==> src/rtl/uart_dec_parser.sv <==
// uart_dec_parser: turns a line of ASCII decimal digits, ended by CR or LF,
// into one binary value pulse. Malformed or out-of-range lines give one error
// pulse and leave the held value untouched.
//
// state     | meaning
// ----------+---------------------------------------------------------------
// S_IDLE    | between lines, no digit seen yet; CR/LF and spaces are ignored
// S_ACCUM   | at least one digit accumulated, waiting for more or a terminator
// S_DISCARD | line already rejected; swallow bytes until the next terminator
module uart_dec_parser #(
  parameter int WIDTH      = 8,
  parameter int MAX_VALUE  = 255,
  parameter int MAX_DIGITS = 3
) (
  input  logic             clk,
  input  logic             rst,
  input  logic [7:0]       rx_data,
  input  logic             received,
  output logic [WIDTH-1:0] value,
  output logic             value_valid,
  output logic             err,
  output logic [1:0]       err_code,
  output logic             busy
);

  // Four spare bits keep acc*10 + 9 from wrapping before the range compare.
  localparam int AW = WIDTH + 4;
  localparam int CW = $clog2(MAX_DIGITS + 1);

  localparam logic [1:0] ERR_OVERFLOW = 2'd1;
  localparam logic [1:0] ERR_BAD_CHAR = 2'd2;

  typedef enum logic [1:0] {
    S_IDLE    = 2'd0,
    S_ACCUM   = 2'd1,
    S_DISCARD = 2'd2
  } state_t;

  state_t           r_state;
  state_t           w_state_nxt;

  logic [AW-1:0]    r_acc;
  logic [AW-1:0]    w_acc_nxt;
  logic [CW-1:0]    r_count;
  logic [CW-1:0]    w_count_nxt;
  logic [WIDTH-1:0] r_value;
  logic [WIDTH-1:0] w_value_nxt;
  logic             r_value_valid;
  logic             w_value_valid_nxt;
  logic             r_err;
  logic             w_err_nxt;
  logic [1:0]       r_err_code;
  logic [1:0]       w_err_code_nxt;

  logic             w_is_digit;
  logic             w_is_term;
  logic             w_is_space;
  logic [AW-1:0]    w_digit;
  logic [AW-1:0]    w_next;
  logic             w_overflow;

  assign w_is_digit = (rx_data >= 8'h30) && (rx_data <= 8'h39);
  assign w_is_term  = (rx_data == 8'h0D) || (rx_data == 8'h0A);
  assign w_is_space = (rx_data == 8'h20);

  // For 0x30-0x39 the low nibble is exactly the digit value.
  assign w_digit    = {{(AW-4){1'b0}}, rx_data[3:0]};
  assign w_next     = (r_acc << 3) + (r_acc << 1) + w_digit;
  assign w_overflow = (r_count == CW'(MAX_DIGITS)) || (w_next > AW'(MAX_VALUE));

  // State register.
  always_ff @(posedge clk or posedge rst) begin
    if (rst) r_state <= S_IDLE;
    else     r_state <= w_state_nxt;
  end

  // Next-state decode; only bytes with a received strobe move the FSM.
  always_comb begin
    w_state_nxt = r_state;
    if (received) begin
      case (r_state)
        S_IDLE: begin
          if (w_is_digit)                    w_state_nxt = S_ACCUM;
          else if (!w_is_term && !w_is_space) w_state_nxt = S_DISCARD;
        end
        S_ACCUM: begin
          if (w_is_digit) begin
            if (w_overflow) w_state_nxt = S_DISCARD;
          end else if (w_is_term) begin
            w_state_nxt = S_IDLE;
          end else begin
            w_state_nxt = S_DISCARD;
          end
        end
        S_DISCARD: begin
          if (w_is_term) w_state_nxt = S_IDLE;
        end
        default: w_state_nxt = S_IDLE;
      endcase
    end
  end

  // Output and datapath decode: next accumulator, count, value and pulses.
  always_comb begin
    w_acc_nxt         = r_acc;
    w_count_nxt       = r_count;
    w_value_nxt       = r_value;
    w_value_valid_nxt = 1'b0;
    w_err_nxt         = 1'b0;
    w_err_code_nxt    = r_err_code;
    if (received) begin
      case (r_state)
        S_IDLE: begin
          if (w_is_digit) begin
            w_acc_nxt   = w_digit;
            w_count_nxt = CW'(1);
          end else if (!w_is_term && !w_is_space) begin
            w_err_nxt      = 1'b1;
            w_err_code_nxt = ERR_BAD_CHAR;
          end
        end
        S_ACCUM: begin
          if (w_is_digit) begin
            if (w_overflow) begin
              w_err_nxt      = 1'b1;
              w_err_code_nxt = ERR_OVERFLOW;
            end else begin
              w_acc_nxt   = w_next;
              w_count_nxt = r_count + CW'(1);
            end
          end else if (w_is_term) begin
            w_value_nxt       = r_acc[WIDTH-1:0];
            w_value_valid_nxt = 1'b1;
            w_acc_nxt         = '0;
            w_count_nxt       = '0;
          end else begin
            w_err_nxt      = 1'b1;
            w_err_code_nxt = ERR_BAD_CHAR;
          end
        end
        S_DISCARD: begin
          if (w_is_term) begin
            w_acc_nxt   = '0;
            w_count_nxt = '0;
          end
        end
        default: begin
          w_acc_nxt   = '0;
          w_count_nxt = '0;
        end
      endcase
    end
  end

  // Datapath and output registers; pulses land on the consuming edge.
  always_ff @(posedge clk or posedge rst) begin
    if (rst) begin
      r_acc         <= '0;
      r_count       <= '0;
      r_value       <= '0;
      r_value_valid <= 1'b0;
      r_err         <= 1'b0;
      r_err_code    <= 2'd0;
    end else begin
      r_acc         <= w_acc_nxt;
      r_count       <= w_count_nxt;
      r_value       <= w_value_nxt;
      r_value_valid <= w_value_valid_nxt;
      r_err         <= w_err_nxt;
      r_err_code    <= w_err_code_nxt;
    end
  end

  assign value       = r_value;
  assign value_valid = r_value_valid;
  assign err         = r_err;
  assign err_code    = r_err_code;
  assign busy        = (r_state != S_IDLE);

endmodule

==> config.mk <==
export PLATFORM = sky130hd
export DESIGN_NAME = uart_dec_parser
export DESIGN_NICKNAME = d
export VERILOG_FILES = /design/src/rtl/uart_dec_parser.sv
export SDC_FILE = /design/constraint.sdc
export NUM_CORES = 1
export LEC_CHECK = 0
export CAP_MARGIN = 20
export CORE_AREA = 3 3 47 91
export DETAILED_ROUTE_END_ITERATION = 10
export DIE_AREA = 0 0 50 94
export GPL_TIMING_DRIVEN = 1
export PLACE_DENSITY = 0.75
export RECOVER_POWER = 25
export SLEW_MARGIN = 40
export SYNTH_ARGS = -nofsm -noshare
export SYNTH_HDL_FRONTEND = slang
export SYNTH_SLANG_ARGS = --single-unit
==> constraint.sdc <==
create_clock -name clk -period 4.35 [get_ports clk]
set_clock_uncertainty 0.1 [all_clocks]
set_input_delay 0.87 -clock clk [delete_from_list [all_inputs] [get_ports clk]]
set_output_delay 0.87 -clock clk [all_outputs]
set_load 0.005 [all_outputs]
==> results by group <==
Run status
  – Outcome: complete, no violations

Synthesis
  – Number of synthesized flops with an enable pin: 0
  – Post-synthesis cell type count: 45
  – Simple-gate area share of the yosys netlist: 0.134
  – Syn. warnings: 0
  – Syn_nets: 218
  – Mux contribution to synthesized area: 0.0540
  – Compound-Gate Fraction of Synth Area: 0.226
  – Yosys reg bits: 27
  – Commonest cells post-synth: 27 x dfrtp_1, 19 x ha_1, 15 x nor2_1, 12 x inv_1, 11 x o21ai_0
  – Post-synthesis sequential area ratio: 0.365
  – Synth top area cells: dfrtp_1 36%, ha_1 13%, mux2_2 4.9%
  – Async set-reset flop share out of synthesis: 1.00
  – Cell Area, Synth: 1850 µm²
  – Post-synth top area share: 0.365
  – Combinational family with the most area after synthesis: compound AO/OA/AOI/OAI gates
  – Mapped Cells: 186
  – Most common cell in the netlist: dfrtp_1
  – Synthesized-area fraction occupied by adder cells: 0.150
  – Area leader, netlist: dfrtp_1
  – Synth Area in XOR/XNOR: 0.0331
  – Syn Area/Cell: about 10 µm²
  – Main flop type after synthesis: dfrtp_1

Route
  – Drt wl/cell: ~16 µm
  – Final WL: 4.39 mm
  – Routed vias: about 1,600
  – DR iter-0 viols: 44
  – Vias per std cell: slightly below 6
  – DRT Pass-1 Iters: 4
  – DRC: 0
  – Final ANT Viol Nets: 0

Pwr
  – Internal: roughly 0.56 mW
  – Reg power frac: 0.350
  – P_leak: between 1 and 1.5 nW
  – Gate power share: 0.499
  – P per Cell Area: 403 nW/µm²
  – Total power: just over 0.9 mW
  – P_sw: roughly 0.36 mW
  – Worst IR drop on VDD: between 0.0002 and 0.00025 V
  – Clock network fraction of total power: 0.150
  – Sw frac: 0.396

Finish
  – Diode count: 0
  – Share of layout cells above drive strength 1: 0.158
  – Multi-input gate area: around 1100 µm²
  – Layout Cells excl Fill: approximately 270
  – Final instance area: between 2000 and 2500 µm²
  – Final nets: around 260
  – FILL cells: around 320
  – Layout area overhead: 23.2%
  – Area occupied by registers: between 600 and 700 µm²

Placed design
  – Routability congestion estimate: about 0.86
  – DP Cell Count: between 200 and 300
  – Post-DP HPWL: 3.51 mm
  – Buffers on Ports: 23
  – DP Area: between 2000 and 2500 µm²
  – Place WS: -0.312 ns

CTS
  – Clock sink count: 27
  – CTS Buf Count: 3
  – CTS Root Cell: clkbuf_8
  – CTS tree: built
  – Worst-path clk slew: 0.09 ns
  – H-tree depth: 1
  – Post-CTS setup buffer count: 0
  – Clock Latency Late Sink: approximately 0.27 ns
  – Clk buf depth: 2

Global route
  – Vias in the first global route: ~1,600
  – First-pass GRT wire length: approximately 7.5 mm
  – Pin count of the biggest net entering global routing: 28
  – Total grt overflow: 0
  – All-Layer GR Usage: 0.205
  – Antenna violations before repair: 0

Hold path
  – Worst hold path type: flop to flop

STA
  – Setup ws final: approximately 0.33 ns
  – Final period util: 0.924
  – Hold Vio Cnt, Final: 0
  – Fin. max-slew vios: 0
  – Least-Margin Pin Slew: roughly 0.96 ns
  – Final Critical Period: roughly 4 ns
  – FMAX: roughly 250 MHz
  – Unrepaired setup endpoints after global routing: no
  – Worst relative slew slack: 0.360
  – Hold_ws: 0.399 ns
  – Final setup fails: 0

Worst setup path
  – Setup Crit Path Kind: input port to flop
  – Critical Path RT: 4.41 ns
  – Crit path launch type: input port
  – Crit-path max FO: 6
  – Critical Path End Type: flop
  – WP data arrival: just over 4 ns

Floorplanning
  – Core area: about 3700 µm²
  – FP Rows: 31
  – Die Ht: 94 µm
  – Initial Util: 0.503
  – Die Wd: roughly 50 µm
  – Die area: between 4000 and 5000 µm²
  – I/O pin cnt: 24

Run
  – Max-cap violation count: 0
==> state kept, by name, summed over array words and instances, names as in the netlist <==
register,count
value,8
r_state,2
r_acc,11
value_valid,1
r_count,2
err,1
err_code,2
==> cells by family (layout without fill, tap and decap cells) <==
kind of cell | Yosys count | after routing
muxes | 9 | 9
buffers and inverters | 17 | 52
and+or+nand+nor | 48 | 48
DFF | 27 | 27
adders and majority gates | 21 | 21
AOI/OAI and AO/OA | 57 | 58
xor gates and xnor gates | 7 | 7
==> power by group through the flow <==
| stage | logic, mW | registers (mW) | clock network [mW] |
|---|---|---|---|
| 6_report | 0.459 | 0.322 | 0.138 |
| 3_5_place_dp | 0.448 | 0.327 | 0 |
| 4_1_cts | 0.452 | 0.322 | 0.138 |
| 2_1_floorplan | 0.299 | 0.303 | 0 |
| 5_1_grt | 0.511 | 0.327 | 0.147 |
| 3_3_place_gp | 0.432 | 0.325 | 0 |
==> area by class of cell <==
class | instances | share of cell area
multi-input cells | 143 | 0.493
flip-flops and latches | 27 | 0.296
repair buffers | 36 | 0.145
well taps | 49 | 0.0268
inverters | 12 | 0.0197
clock buffers | 3 | 0.0181
clock inverters | 1 | 0.00219
==> per-stage QoR <==
stage,util,TNS [ns]
after floorplan,-,0
after global placement,0.601,-2.09
after detailed placement,0.601,-3.55
after CTS,0.618,0
after global routing,0.620,0
final,0.620,0
==> critical path, cell delays in order <==
cell	delay [ns]
clkdlybuf4s50_1	0.44
ha_1	0.31
ha_1	0.24
fa_2	0.37
a211oi_2	0.26
o21bai_1	0.10
a21oi_1	0.16
xnor2_1	0.09
or4_4	0.55
a311o_2	0.43
a22o_1	0.25
==> cells in the final DEF, fill, tap and decap left out, drive strengths merged, types with 8 or more instances in the layout <==
master / n
o21ai: 12
a21oi: 9
buf: 13
clkdlybuf4s50: 21
a22o: 10
ha: 19
nand2: 9
inv: 12
dfrtp: 27
nor2: 15
mux2: 8
==> routing by layer <==
metal	track usage	up-vias	wire (µm)
met2	0.384	46	2500
met4	0.0924	0	156
met5	0	-	0
li1	-	772	-
met3	0.0191	13	113
met1	0.222	773	1620
==> worst paths after layout <==
check	depth (start not counted)	slack, ns	endpoint	from
max	11	0.33	r_acc[3]$_DFFE_PP0P_	rx_data[2]
max in group asynchronous	2	2.42	r_acc[9]$_DFFE_PP0P_	rst
min in group asynchronous	2	1.15	value[4]$_DFFE_PP0P_	rst
min reg2reg	1	0.40	err_code[1]$_DFFE_PP0P_	err_code[1]$_DFFE_PP0P_
max reg2reg	12	0.61	r_acc[3]$_DFFE_PP0P_	r_acc[0]$_DFFE_PP0P_
min	1	0.40	err_code[1]$_DFFE_PP0P_	err_code[1]$_DFFE_PP0P_
==> repair_timing <==
item,in CTS,in global routing
setup endpoints to repair,8,14
gates resized for setup,2,4
cloned,1,0
hold buffers,0,0
pin swaps,2,6
Note: power is estimated with default switching activity, not from simulation.
